<file path="src/rtl/udc_pkg.sv">
// Shared types and default widths for the up/down counter sweep sequencer.
package udc_pkg;

  localparam int unsigned DefWidth = 3;
  localparam int unsigned DefNswW  = 4;

  typedef enum logic [1:0] {
    StIdle,
    StUp,
    StDown,
    StDone
  } udc_state_t;

endpackage

</file>
<file path="src/rtl/udc_sweep_ctrl_if.sv">
// Request/status bundle between a sweep requester and udc_sweep_ctrl.
// Optional abort/aborted signals exist only when UDC_SWEEP_ABORT_EN is defined.
interface udc_sweep_ctrl_if #(
  parameter int unsigned WIDTH = udc_pkg::DefWidth,
  parameter int unsigned NSW_W = udc_pkg::DefNswW
);
  logic             start;
  logic [WIDTH-1:0] lo;
  logic [WIDTH-1:0] hi;
  logic [NSW_W-1:0] n_sweeps;
  logic             pause;
  logic [WIDTH-1:0] count;
  logic             dir;
  logic [NSW_W-1:0] sweep_cnt;
  logic             busy;
  logic             done;
`ifdef UDC_SWEEP_ABORT_EN
  logic             abort;
  logic             aborted;
`endif

  modport master (
    output start, lo, hi, n_sweeps, pause,
`ifdef UDC_SWEEP_ABORT_EN
    output abort,
    input  aborted,
`endif
    input  count, dir, sweep_cnt, busy, done
  );

  modport slave (
    input  start, lo, hi, n_sweeps, pause,
`ifdef UDC_SWEEP_ABORT_EN
    input  abort,
    output aborted,
`endif
    output count, dir, sweep_cnt, busy, done
  );

endinterface

</file>
<file path="src/rtl/udc_step_counter.sv">
// Loadable up/down step counter register; load takes priority over stepping.
module udc_step_counter
  import udc_pkg::*;
#(
  parameter int unsigned WIDTH = DefWidth
) (
  input  logic             clk,
  input  logic             reset,
  input  logic             en,
  input  logic             load,
  input  logic [WIDTH-1:0] load_val,
  input  logic             up,
  output logic [WIDTH-1:0] count
);

  logic [WIDTH-1:0] count_q, count_d;

  always_comb begin
    count_d = count_q;
    if (load) begin
      count_d = load_val;
    end else if (en) begin
      count_d = up ? count_q + WIDTH'(1) : count_q - WIDTH'(1);
    end
  end

  always_ff @(posedge clk) begin
    if (reset) begin
      count_q <= '0;
    end else begin
      count_q <= count_d;
    end
  end

  assign count = count_q;

endmodule

</file>
<file path="src/rtl/udc_sweep_ctrl.sv">
// Sweep sequencer: drives the step counter lo->hi->lo for n_sweeps sweeps.
// Define UDC_SWEEP_ABORT_EN to add the abort/aborted early-termination path.
module udc_sweep_ctrl
  import udc_pkg::*;
#(
  parameter int unsigned WIDTH = DefWidth,
  parameter int unsigned NSW_W = DefNswW
) (
  input logic             clk,
  input logic             reset,
  udc_sweep_ctrl_if.slave bus
);

  udc_state_t       state_q, state_d;
  logic [WIDTH-1:0] lo_q, lo_d;
  logic [WIDTH-1:0] hi_q, hi_d;
  logic [NSW_W-1:0] n_q, n_d;
  logic [NSW_W-1:0] sweep_q, sweep_d;
  logic [NSW_W-1:0] sweep_inc;
  logic             dir_q, dir_d;
  logic             cnt_en, cnt_load, cnt_up;
  logic [WIDTH-1:0] count;
`ifdef UDC_SWEEP_ABORT_EN
  logic             aborted_q, aborted_d;
`endif

  udc_step_counter #(
    .WIDTH (WIDTH)
  ) u_counter (
    .clk      (clk),
    .reset    (reset),
    .en       (cnt_en),
    .load     (cnt_load),
    .load_val (bus.lo),
    .up       (cnt_up),
    .count    (count)
  );

  assign sweep_inc = sweep_q + NSW_W'(1);

  always_comb begin
    state_d  = state_q;
    lo_d     = lo_q;
    hi_d     = hi_q;
    n_d      = n_q;
    sweep_d  = sweep_q;
    dir_d    = dir_q;
    cnt_en   = 1'b0;
    cnt_load = 1'b0;
    cnt_up   = 1'b1;
`ifdef UDC_SWEEP_ABORT_EN
    aborted_d = aborted_q;
`endif
    unique case (state_q)
      StIdle: begin
        dir_d = 1'b1;
        if (bus.start) begin
          lo_d     = bus.lo;
          hi_d     = bus.hi;
          n_d      = bus.n_sweeps;
          sweep_d  = '0;
          cnt_load = 1'b1;
`ifdef UDC_SWEEP_ABORT_EN
          aborted_d = 1'b0;
`endif
          // Empty range or zero sweeps completes immediately without stepping.
          if ((bus.lo >= bus.hi) || (bus.n_sweeps == '0)) begin
            state_d = StDone;
          end else begin
            state_d = StUp;
          end
        end
      end
      StUp: begin
`ifdef UDC_SWEEP_ABORT_EN
        if (bus.abort) begin
          state_d   = StDone;
          aborted_d = 1'b1;
        end else
`endif
        if (!bus.pause) begin
          cnt_en = 1'b1;
          // Turn around on the hi edge so hi is not repeated.
          if (count == hi_q) begin
            cnt_up  = 1'b0;
            dir_d   = 1'b0;
            state_d = StDown;
          end
        end
      end
      StDown: begin
`ifdef UDC_SWEEP_ABORT_EN
        if (bus.abort) begin
          state_d   = StDone;
          aborted_d = 1'b1;
        end else
`endif
        if (!bus.pause) begin
          if (count != lo_q) begin
            cnt_en = 1'b1;
            cnt_up = 1'b0;
          end else begin
            sweep_d = sweep_inc;
            if (sweep_inc == n_q) begin
              state_d = StDone;
            end else begin
              cnt_en  = 1'b1;
              dir_d   = 1'b1;
              state_d = StUp;
            end
          end
        end
      end
      StDone: begin
        state_d = StIdle;
        dir_d   = 1'b1;
`ifdef UDC_SWEEP_ABORT_EN
        aborted_d = 1'b0;
`endif
      end
      default: state_d = StIdle;
    endcase
  end

  always_ff @(posedge clk) begin
    if (reset) begin
      state_q <= StIdle;
      lo_q    <= '0;
      hi_q    <= '0;
      n_q     <= '0;
      sweep_q <= '0;
      dir_q   <= 1'b1;
`ifdef UDC_SWEEP_ABORT_EN
      aborted_q <= 1'b0;
`endif
    end else begin
      state_q <= state_d;
      lo_q    <= lo_d;
      hi_q    <= hi_d;
      n_q     <= n_d;
      sweep_q <= sweep_d;
      dir_q   <= dir_d;
`ifdef UDC_SWEEP_ABORT_EN
      aborted_q <= aborted_d;
`endif
    end
  end

  assign bus.count     = count;
  assign bus.dir       = dir_q;
  assign bus.sweep_cnt = sweep_q;
  assign bus.busy      = (state_q != StIdle);
  assign bus.done      = (state_q == StDone);
`ifdef UDC_SWEEP_ABORT_EN
  assign bus.aborted   = aborted_q;
`endif

endmodule

</file>
<file path="src/flat_wrapper.sv">
// flat-port wrapper written by rule: the top's interface ports become plain ports
module udc_sweep_ctrl_flat import udc_pkg::*;
#(
  parameter int unsigned WIDTH = DefWidth,
  parameter int unsigned NSW_W = DefNswW
)
  (clk, reset, bus_start, bus_lo, bus_hi, bus_n_sweeps, bus_pause, bus_count, bus_dir, bus_sweep_cnt, bus_busy, bus_done);
  udc_sweep_ctrl_if #(.WIDTH(WIDTH), .NSW_W(NSW_W)) bus_i ();
  input logic clk;
  input logic reset;
  input wire logic [$bits(bus_i.start)-1:0] bus_start;
  input wire logic [$bits(bus_i.lo)-1:0] bus_lo;
  input wire logic [$bits(bus_i.hi)-1:0] bus_hi;
  input wire logic [$bits(bus_i.n_sweeps)-1:0] bus_n_sweeps;
  input wire logic [$bits(bus_i.pause)-1:0] bus_pause;
  output wire logic [$bits(bus_i.count)-1:0] bus_count;
  output wire logic [$bits(bus_i.dir)-1:0] bus_dir;
  output wire logic [$bits(bus_i.sweep_cnt)-1:0] bus_sweep_cnt;
  output wire logic [$bits(bus_i.busy)-1:0] bus_busy;
  output wire logic [$bits(bus_i.done)-1:0] bus_done;
  assign bus_i.start = bus_start;
  assign bus_i.lo = bus_lo;
  assign bus_i.hi = bus_hi;
  assign bus_i.n_sweeps = bus_n_sweeps;
  assign bus_i.pause = bus_pause;
  assign bus_count = bus_i.count;
  assign bus_dir = bus_i.dir;
  assign bus_sweep_cnt = bus_i.sweep_cnt;
  assign bus_busy = bus_i.busy;
  assign bus_done = bus_i.done;
  udc_sweep_ctrl #(.WIDTH(WIDTH), .NSW_W(NSW_W)) u_core (.clk(clk), .reset(reset), .bus(bus_i));
endmodule
</file>
<file path="config.mk">
export PLATFORM = sky130hd
export DESIGN_NAME = udc_sweep_ctrl_flat
export DESIGN_NICKNAME = d
export VERILOG_FILES = /design/src/rtl/udc_pkg.sv /design/src/rtl/udc_sweep_ctrl_if.sv /design/src/rtl/udc_step_counter.sv /design/src/rtl/udc_sweep_ctrl.sv /design/src/flat_wrapper.sv
export SDC_FILE = /design/constraint.sdc
export NUM_CORES = 1
export LEC_CHECK = 0
export CORE_MARGIN = 8
export CORE_UTILIZATION = 30
export CTS_CLUSTER_DIAMETER = 120
export DETAILED_ROUTE_END_ITERATION = 12
export GPL_TIMING_DRIVEN = 0
export PLACE_DENSITY_LB_ADDON = 0.25
export SLEW_MARGIN = 20
export SYNTH_ARGS = -nofsm -noshare
export SYNTH_HDL_FRONTEND = slang
export SYNTH_SLANG_ARGS = --single-unit
export TNS_END_PERCENT = 50
</file>
<file path="constraint.sdc">
create_clock -name clk -period 3.45 [get_ports clk]
set_input_delay 0.69 -clock clk [delete_from_list [all_inputs] [get_ports clk]]
set_output_delay 0.69 -clock clk [all_outputs]
set_load 0.03 [all_outputs]
</file>
# Word-level counts from Yosys, hierarchy flattened
# Cells that the tools add are included.
# classes
addsub	3
n_lt_le_gt_ge	1
eq_ne	12
muxes	33
reduce_logical	11
# ops
operator	n
2-to-1 mux 1 bit	15
2-to-1 mux 2 bit	7
2-to-1 mux 4 bit	3
inequality test 2 bit (second input constant)	5
AND reduction 5 bit	2
2-to-1 mux 3 bit	3
case mux 2 bit (4 select lines)	1
case mux 4 bit (2 select lines)	1
nonzero test 2 bit	3
adder 4 x 1 -> 4 bit (second input constant)	1
== test 2 bit (second input constant)	2
== test 4 bit	1
zero test 4 bit	1
case mux 1 bit (2 select lines)	2
AND reduction 4 bit	1
adder 3 x 1 -> 3 bit (second input constant)	1
== test 3 bit	1
>= comparator 3 bit	1
inequality test 3 bit	1
case mux 1 bit (3 select lines)	1
subtractor 3 x 1 -> 3 bit (second input constant)	1
== test 2 x 1 -> 1 bit (second input constant)	1
zero test 2 bit	1
inequality test 2 x 1 -> 1 bit (second input constant)	1
3 further kinds	3
# word_totals
reg_bits	20
inputBits	14
output_inout_bits	10
elab_cells	67

# Logic depth before layout (Yosys ltp)
# Gate-level depths: netlist (run 1).
# logic_depth
ltp_word	8
ltp_mapped	9
mapped_depth_nobuf	8

# By module
# Synthesis (run 1) repeated with hierarchy kept, for this count alone.
# unflattened
hier_cells	147
hier_area_um2	1191.1
# modules_own_cells
mod	instances	cells_each	area_per_inst_um2	seq_area_each_um2
udc_sweep_ctrl	1	129	1017.2	340.3
udc_step_counter	1	18	173.9	60.1

# Least setup slack after synthesis (run 1)
# Ideal clock, no wire load.
# synth_path
path_type	flip-flop to flip-flop
from	register u_core.state_q[0]
to	register u_core.u_counter.count_q[2], in the netlist u_core.u_counter.count[2]
setup_time_ps	116
t_arrival_ps	2475
required_time_ps	3334
path_slack_ps	859
stages_incl_launch_ff	10
n_path_buf	1
synth_period_minus_slack_ps	2591
cell_sequence	dfxtp_1 inv_1 ha_1 clkbuf_1 nor4_1 o21ai_0 fa_1 or3_4 a211oi_2 and3b_1
# synth_via
elab_chain_cells	5
elab_cells_between_ends	10
cone_classes	eq/ne (2); mux (6); reduce/logical (2)
# synth_rtl
item	line	text
start, declared	udc_sweep_ctrl.sv:14	udc_state_t state_q, state_d;
start signal, assigned	udc_sweep_ctrl.sv:127	state_q <= StIdle;
start signal, assigned	udc_sweep_ctrl.sv:137	state_q <= state_d;
== test 2 bit or == test 2 x 1 -> 1 bit (tied branches)	udc_sweep_ctrl.sv:54	unique case (state_q)
case mux 1 bit (2 select lines)	udc_sweep_ctrl.sv:54	
2-to-1 mux 3 bit	udc_step_counter.sv:23	count_d = up ? count_q + WIDTH'(1) : count_q - WIDTH'(1);
2-to-1 mux 3 bit	udc_step_counter.sv:22	end else if (en) begin
2-to-1 mux 3 bit	udc_step_counter.sv:20	if (load) begin
end signal, assigned	udc_step_counter.sv:31	count_q <= count_d;
end, declared	udc_step_counter.sv:16	logic [WIDTH-1:0] count_q, count_d;
# Parallel ways exist; a longest one is shown, timed or not. The select of a mux whose other input is x is not followed.
# A chain may end at the register's enable or synchronous reset.

# Final worst setup path (run 1)
# Same ends and word-level chain as after synthesis.

==> metrics.csv, run 1 <==
stage,metric,value,unit
sta,post-route-period-util,85.7,%
detailed_routing,drtPass1Iterations,4,
sta,maxSlewHeadroom,67.2,%
sta,drv_slew,0,
cts,htreeDepth,1,
cells_and_area,drive_gt1_share,3.85,%
worst_setup_path,path_max_fanout,10,
sta,fmax,338,MHz
synthesis,ys_seq_area_share,31.6,%
synthesis,syn-cell-area,0.00127,mm²
cells_and_area,diodes,0,
synthesis,synth-async-reset-ratio,0,%
min_path,holdCritPathClass,flip-flop to flip-flop,
floorplan,rows,23,
global_routing,grt_pass1_vias,1156,
global_routing,overflow,0,
cts,cts_buffers,3,
cts,cts_setup_buffers,0,
sta,setup_viol,0,
pwr,powerDensity,673,mW/mm²
cells_and_area,nNetsFinal,208,
synthesis,synthDistinctLibCells,39,
sta,final.setup.tns,0,ps
detailed_routing,wl_met1,1480,µm
cts,cts_sinks,20,
global_routing,antenna_found_initial,0,
detailed_routing,detail_route.wl_per_cell,13.8,µm
detailed_routing,met2WireLength,1530,µm
cts,cts_hold_buffers,0,
floorplan,io-pin-count,24,
worst_setup_path,critical_path.cell_chain,inv_1 > ha_1 > clkbuf_1 > nor4_1 > o21ai_0 > fa_1 > or3_4 > a211oi_2 > and3b_1,
floorplan,dieArea,0.00656,mm²
worst_setup_path,cpPeakStageDelay,520,ps
global_routing,grt_usage,9.98,%
cts,cts_root_buf,clkbuf_8,
worst_setup_path,critPathArrivalTime,3120,ps
worst_setup_path,path_class,flip-flop to flip-flop,
synthesis,synth_cells,155,
detailed_routing,top_layer,met4,
worst_setup_path,endpoint_kind,flip-flop,
floorplan,dieHeight,81.0,µm
global_routing,grt_pass1_wl,5230,µm
detailed_routing,viasPerCell,5.11,
floorplan,start_util,31.4,%
floorplan,core,0.00403,mm²
sta,min_period,2960,ps
worst_setup_path,cp-start-kind,flip-flop,
worst_setup_path,crit_buf_inv,2,
sta,worst-slew-pin-transition,487,ps
synthesis,ys_ff_latch,20,
detailed_routing,routed_wl,3200,µm
synthesis,ys.flop_type,dfxtp_1,
sta,finalHoldWorstSlack,473,ps
worst_setup_path,cpMaxStageDelayCell,nor4_1,
cells_and_area,syn_to_final_growth,28.8,%
floorplan,fp.dieW,81.0,µm
placed_design,dp_hpwl,2590,µm
cts,cts_tree,done,
sta,rsz0062_at_grt,no,
pwr,vdd_drop_max,191,µV
global_routing,grt_max_degree,13,
detailed_routing,vias,1186,
placed_design,dp_slack,522,ps
detailed_routing,first_iter_violations,67,
pwr,p_leak,0.643,nW
sta,fin_ws,493,ps
cts,clk_latency,260,ps
detailed_routing,wl_met3,164,µm
cts,ctsResizeCount,0,
run,drv_cap,0,
sta,clock_skew,0.745,ps
cts,clkSlewWorstSetupHoldPaths,80,ps
synthesis,syn_area_per_cell,8.17,µm²
placed_design,port_buffers,23,
synthesis,synth_fp_nets,180,
detailed_routing,drc_errors,0,
synthesis,synth-edff-count,0,
worst_setup_path,critPathTopFamily,simple AND/OR/NAND/NOR gates,
detailed_routing,ant_nets,0,
worst_setup_path,critPathRequiredTime,3610,ps
pwr,total_power,0.00110,W
cts,clk_path_buf_depth,2,
sta,hold_viol,0,
placed_design,gp_congestion,0.907,
synthesis,yosysWarningCount,0,
cells_and_area,fill_cells,429,
status,outcome,completed,
[state kept, by name, indices dropped and copies added, names as in the netlist]
signal and flops:
u_core.lo_q 3, u_core.bus.sweep_cnt 4, u_core.hi_q 3, u_core.bus.dir 1
u_core.u_counter.count 3, u_core.state_q 2, u_core.n_q 4
[worst paths after layout]
path,startpoint,to,slack (ps),cells after the start
max,u_core.state_q[0]$_SDFFE_PP0P_,u_core.u_counter.count[2]$_SDFFE_PP0P_,490,9
min,u_core.lo_q[2]$_SDFFE_PP0P_,u_core.lo_q[2]$_SDFFE_PP0P_,470,2
max reg2reg,u_core.state_q[0]$_SDFFE_PP0P_,u_core.u_counter.count[2]$_SDFFE_PP0P_,490,9
min reg2reg,u_core.lo_q[2]$_SDFFE_PP0P_,u_core.lo_q[2]$_SDFFE_PP0P_,470,2
[cells in the mapped netlist, types with 2 or more instances]
cell | n | area share, %
nor2b_1 | 2 | 0.99
clkbuf_1 | 3 | 0.89
nand3_1 | 9 | 3.6
nor2_1 | 7 | 2.1
nand2_1 | 23 | 6.8
a21oi_1 | 12 | 4.7
o21a_1 | 2 | 1.2
mux2i_1 | 2 | 1.6
o41ai_1 | 3 | 2.1
xnor2_1 | 2 | 1.4
nor3_1 | 6 | 2.4
xor2_1 | 8 | 5.5
ha_1 | 10 | 9.9
buf_1 | 2 | 0.59
o21ai_0 | 8 | 3.2
inv_1 | 11 | 3.3
o211ai_1 | 2 | 1.2
dfxtp_1 | 20 | 32
nor4_1 | 3 | 1.5
[stage by stage]
step / utilization, % / cells / instance area [µm²]
floorplan: - / 155 / 1270
global placement: 38.7 / 228 / 1560
detailed placement: 38.7 / 228 / 1560
CTS: 40.5 / 232 / 1630
global route: 40.5 / 232 / 1630
finish: 40.5 / 232 / 1630
[routing by layer]
layer / up-vias / track usage [%]
met5: - / 0
met4: 0 / 3.93
met3: 4 / 2.54
met2: 29 / 16.1
met1: 553 / 12.4
li1: 600 / -
[logic make-up after synthesis]
logic type      Yosys count  share of synthesized area [%]
simple gates             59                           23.6
compound gates           36                           18.3
flops                    20                           31.6
buf+inv                  16                           4.74
xor+xnor                 11                           8.70
fa+ha+maj                11                           11.5
mux                       2                           1.58
[report_power, final]
group / leakage (nW) / total (W) / switching, W / internal, W
clock: 0.0357 / 0.000241 / 0.0000860 / 0.000155
combinational: 0.444 / 0.000526 / 0.000315 / 0.000211
sequential: 0.164 / 0.000330 / 0.0000514 / 0.000279
total: 0.643 / 0.00110 / 0.000453 / 0.000645
[tightest hold or removal path: cells and delay by family (launching register included)]
family / cells / cell delay (ps)
AO/OA/AOI/OAI: 1 / 50
flip-flops: 1 / 330
AND/OR/NAND/NOR: 1 / 50
[final cells by class]
cell class | instances | area [µm²] | share of cell area [%]
Buffer | 5 | 18.8 | 1.15
Clock buffer | 3 | 41.3 | 2.53
Multi-Input combinational cell | 119 | 806 | 49.4
Inverter | 11 | 41.3 | 2.53
Tap cell | 50 | 62.6 | 3.84
Sequential cell | 20 | 400 | 24.6
Timing Repair Buffer | 23 | 230 | 14.1
Clock inverter | 1 | 30.0 | 1.84
[placed cells by master, fill, tap and decap left out, drive strengths merged, types with 2 or more instances in the layout]
master	n
o211ai	2
o41ai	3
inv	11
nor2b	2
o21a	2
buf	2
nand2	23
dfxtp	20
clkbuf	6
a211oi	2
xnor2	2
nor4	3
nand3	9
xor2	8
nor3	6
o21ai	8
mux2i	2
a21oi	12
nor2	7
clkdlybuf4s50	23
ha	10
No activity file was read; power rests on OpenSTA's default activity.
==> inputs of run 2 (changes only) <==
- CAP_MARGIN: default -> 10
- CELL_PAD_IN_SITES_DETAIL_PLACEMENT: default -> 1
- CELL_PAD_IN_SITES_GLOBAL_PLACEMENT: default -> 2
==> metrics.csv, run 2 (synthesized netlist as in run 1, its figures left out) <==
stage,metric,value,unit,change
detailed_routing,routed_wl,3520,µm,+10%
run,drv_cap,0,,unchanged
cts,ctsResizeCount,0,,unchanged
worst_setup_path,cpPeakStageDelay,470,ps,-50 ps
pwr,p_leak,0.643,nW,unchanged
pwr,p_switching,0.000463,W,+2.4%
floorplan,core,0.00403,mm²,unchanged
cells_and_area,multi_input_area,806,µm²,unchanged
floorplan,dieArea,0.00656,mm²,unchanged
sta,worst-slew-pin-transition,574,ps,+86.9 ps
floorplan,fp.dieW,81.0,µm,unchanged
detailed_routing,vias,1182,,-0.34%
cts,clk_latency,270,ps,about the same
sta,final.setup.tns,0,ps,unchanged
worst_setup_path,path_max_fanout,10,,unchanged
pwr,switching_share,41.8,%,+0.60 points
cells_and_area,final_cell_mix,"nand2_1 (23), clkdlybuf4s50_1 (23), dfxtp_1 (20)",,
pwr,powerDensity,679,mW/mm²,+0.95%
global_routing,grt_pass1_vias,1197,,+3.5%
sta,fmax,345,MHz,+1.9%
cells_and_area,drive_gt1_share,3.85,%,unchanged
cts,cts_sinks,20,,unchanged
global_routing,grt_max_degree,13,,unchanged
detailed_routing,viasPerCell,5.09,,-0.34%
cells_and_area,syn_to_final_growth,28.8,%,unchanged
cts,cts_tree,done,,
cells_and_area,nNetsFinal,208,,unchanged
cells_and_area,fill_cells,483,,+13%
pwr,total_power,0.00111,W,+0.95%
detailed_routing,detail_route.wl_per_cell,15.2,µm,+10%
cts,clkSlewWorstSetupHoldPaths,80,ps,about the same
sta,clock_skew,2.47,ps,+1.73 ps
sta,maxSlewHeadroom,61.7,%,-5.5 points
sta,post-route-period-util,84.1,%,-1.6 points
sta,min_period,2900,ps,-56.2 ps
cts,cts_root_buf,clkbuf_8,,
worst_setup_path,cpMaxStageDelayCell,nor4_1,,
cts,cts_buffers,3,,unchanged
placed_design,port_buffers,23,,unchanged
status,outcome,completed,,
cells_and_area,register_area,400,µm²,unchanged
min_path,holdCritPathClass,flip-flop to flip-flop,,
placed_design,dp_slack,530,ps,+7.83 ps
pwr,internal-power,0.000644,W,about the same
pwr,vdd_drop_max,191,µV,about the same
worst_setup_path,endpoint_kind,flip-flop,,
sta,hold_viol,0,,unchanged
cts,clk_path_buf_depth,2,,unchanged
worst_setup_path,critPathArrivalTime,3070,ps,-50 ps
worst_setup_path,cp-start-kind,flip-flop,,
detailed_routing,drtPass1Iterations,4,,unchanged
pwr,pwr-share-comb,48.3,%,+0.3 points
sta,rsz0062_at_grt,no,,
worst_setup_path,critPathRequiredTime,3620,ps,about the same
cts,htreeDepth,1,,unchanged
floorplan,rows,23,,unchanged
global_routing,grt_usage,11.3,%,+1.3 points
detailed_routing,ant_nets,0,,unchanged
worst_setup_path,crit_buf_inv,2,,unchanged
worst_setup_path,critPathTopFamily,simple AND/OR/NAND/NOR gates,,
detailed_routing,first_iter_violations,31,,-54%
cts,cts_hold_buffers,0,,unchanged
sta,drv_slew,0,,unchanged
cts,cts_setup_buffers,0,,unchanged
floorplan,dieHeight,81.0,µm,unchanged
sta,setup_viol,0,,unchanged
global_routing,antenna_found_initial,0,,unchanged
pwr,seq_power_share,29.7,%,-0.4 points
pwr,clkPwrFrac,22.1,%,about the same
placed_design,dp_hpwl,2880,µm,+11%
floorplan,io-pin-count,24,,unchanged
placed_design,gp_congestion,0.738,,-19%
cells_and_area,diodes,0,,unchanged
floorplan,start_util,31.4,%,unchanged
sta,fin_ws,549,ps,+56.2 ps
global_routing,grt_pass1_wl,5850,µm,+12%
global_routing,overflow,0,,unchanged
worst_setup_path,critical_path.cell_chain,inv_1 > ha_1 > clkbuf_1 > nor4_1 > o21ai_0 > fa_1 > or3_4 > a211oi_2 > and3b_1,,
detailed_routing,drc_errors,0,,unchanged
worst_setup_path,path_class,flip-flop to flip-flop,,
## run 2: cell counts in the layout (fill, tap and decap cells not counted)
No cell type changed its count.
## run 2: cell type report
cell class,count,share of cell area [%]
multi-input cells,119,49.4
inverters,11,2.53
repair buffers,23,14.1
clock inverters,1,1.84
well taps,50,3.84
flip-flops and latches,20,24.6
clock buffers,3,2.53
plain buffers,5,1.15
## run 2: metrics by stage
| stage | area, µm² | cells | util, % | hold WS [ps] |
|---|---|---|---|---|
| after CTS | 1630 | 232 | 40.5 | 479 |
| after global placement | 1560 | 228 | 38.7 | 457 |
| final | 1630 | 232 | 40.5 | 475 |
| after detailed placement | 1560 | 228 | 38.7 | 465 |
| after global routing | 1630 | 232 | 40.5 | 501 |
| after floorplan | 1270 | 155 | - | 448 |
## run 2: routing by layer
layer  GRT usage [%]  part of all wire (%)  vias up
met4            3.75                   1.3        0
met3            2.87                   5.7        5
li1                -                     -      601
met1            15.1                    49      552
met2            17.2                    44       24
met5               0                     0        -
## run 2: power by group through the flow
stage                     registers (W)  logic, W  clock network, W
final                          0.000329  0.000535          0.000245
after global routing           0.000336  0.000593          0.000258
after CTS                      0.000330  0.000542          0.000248
after global placement         0.000333  0.000527                 0
after detailed placement       0.000335  0.000539                 0
after floorplan                0.000359  0.000339                 0
## run 2: worst reg2reg max path, delay by kind of cell (launching register included)
kind / cells / cell delay (ps)
flops: 1 / 390
compound gates: 2 / 400
buf+inv: 2 / 320
fa+ha+maj: 2 / 610
simple gates: 3 / 1070
## run 2: worst paths after layout
kind / start / end / slack [ps] / cells after the start
setup / recovery: u_core.state_q[0]$_SDFFE_PP0P_ / u_core.u_counter.count[2]$_SDFFE_PP0P_ / 550 / 9
setup reg to reg: u_core.state_q[0]$_SDFFE_PP0P_ / u_core.u_counter.count[2]$_SDFFE_PP0P_ / 550 / 9
hold / removal: u_core.n_q[0]$_SDFFE_PP0P_ / u_core.n_q[0]$_SDFFE_PP0P_ / 480 / 2
hold reg to reg: u_core.n_q[0]$_SDFFE_PP0P_ / u_core.n_q[0]$_SDFFE_PP0P_ / 480 / 2
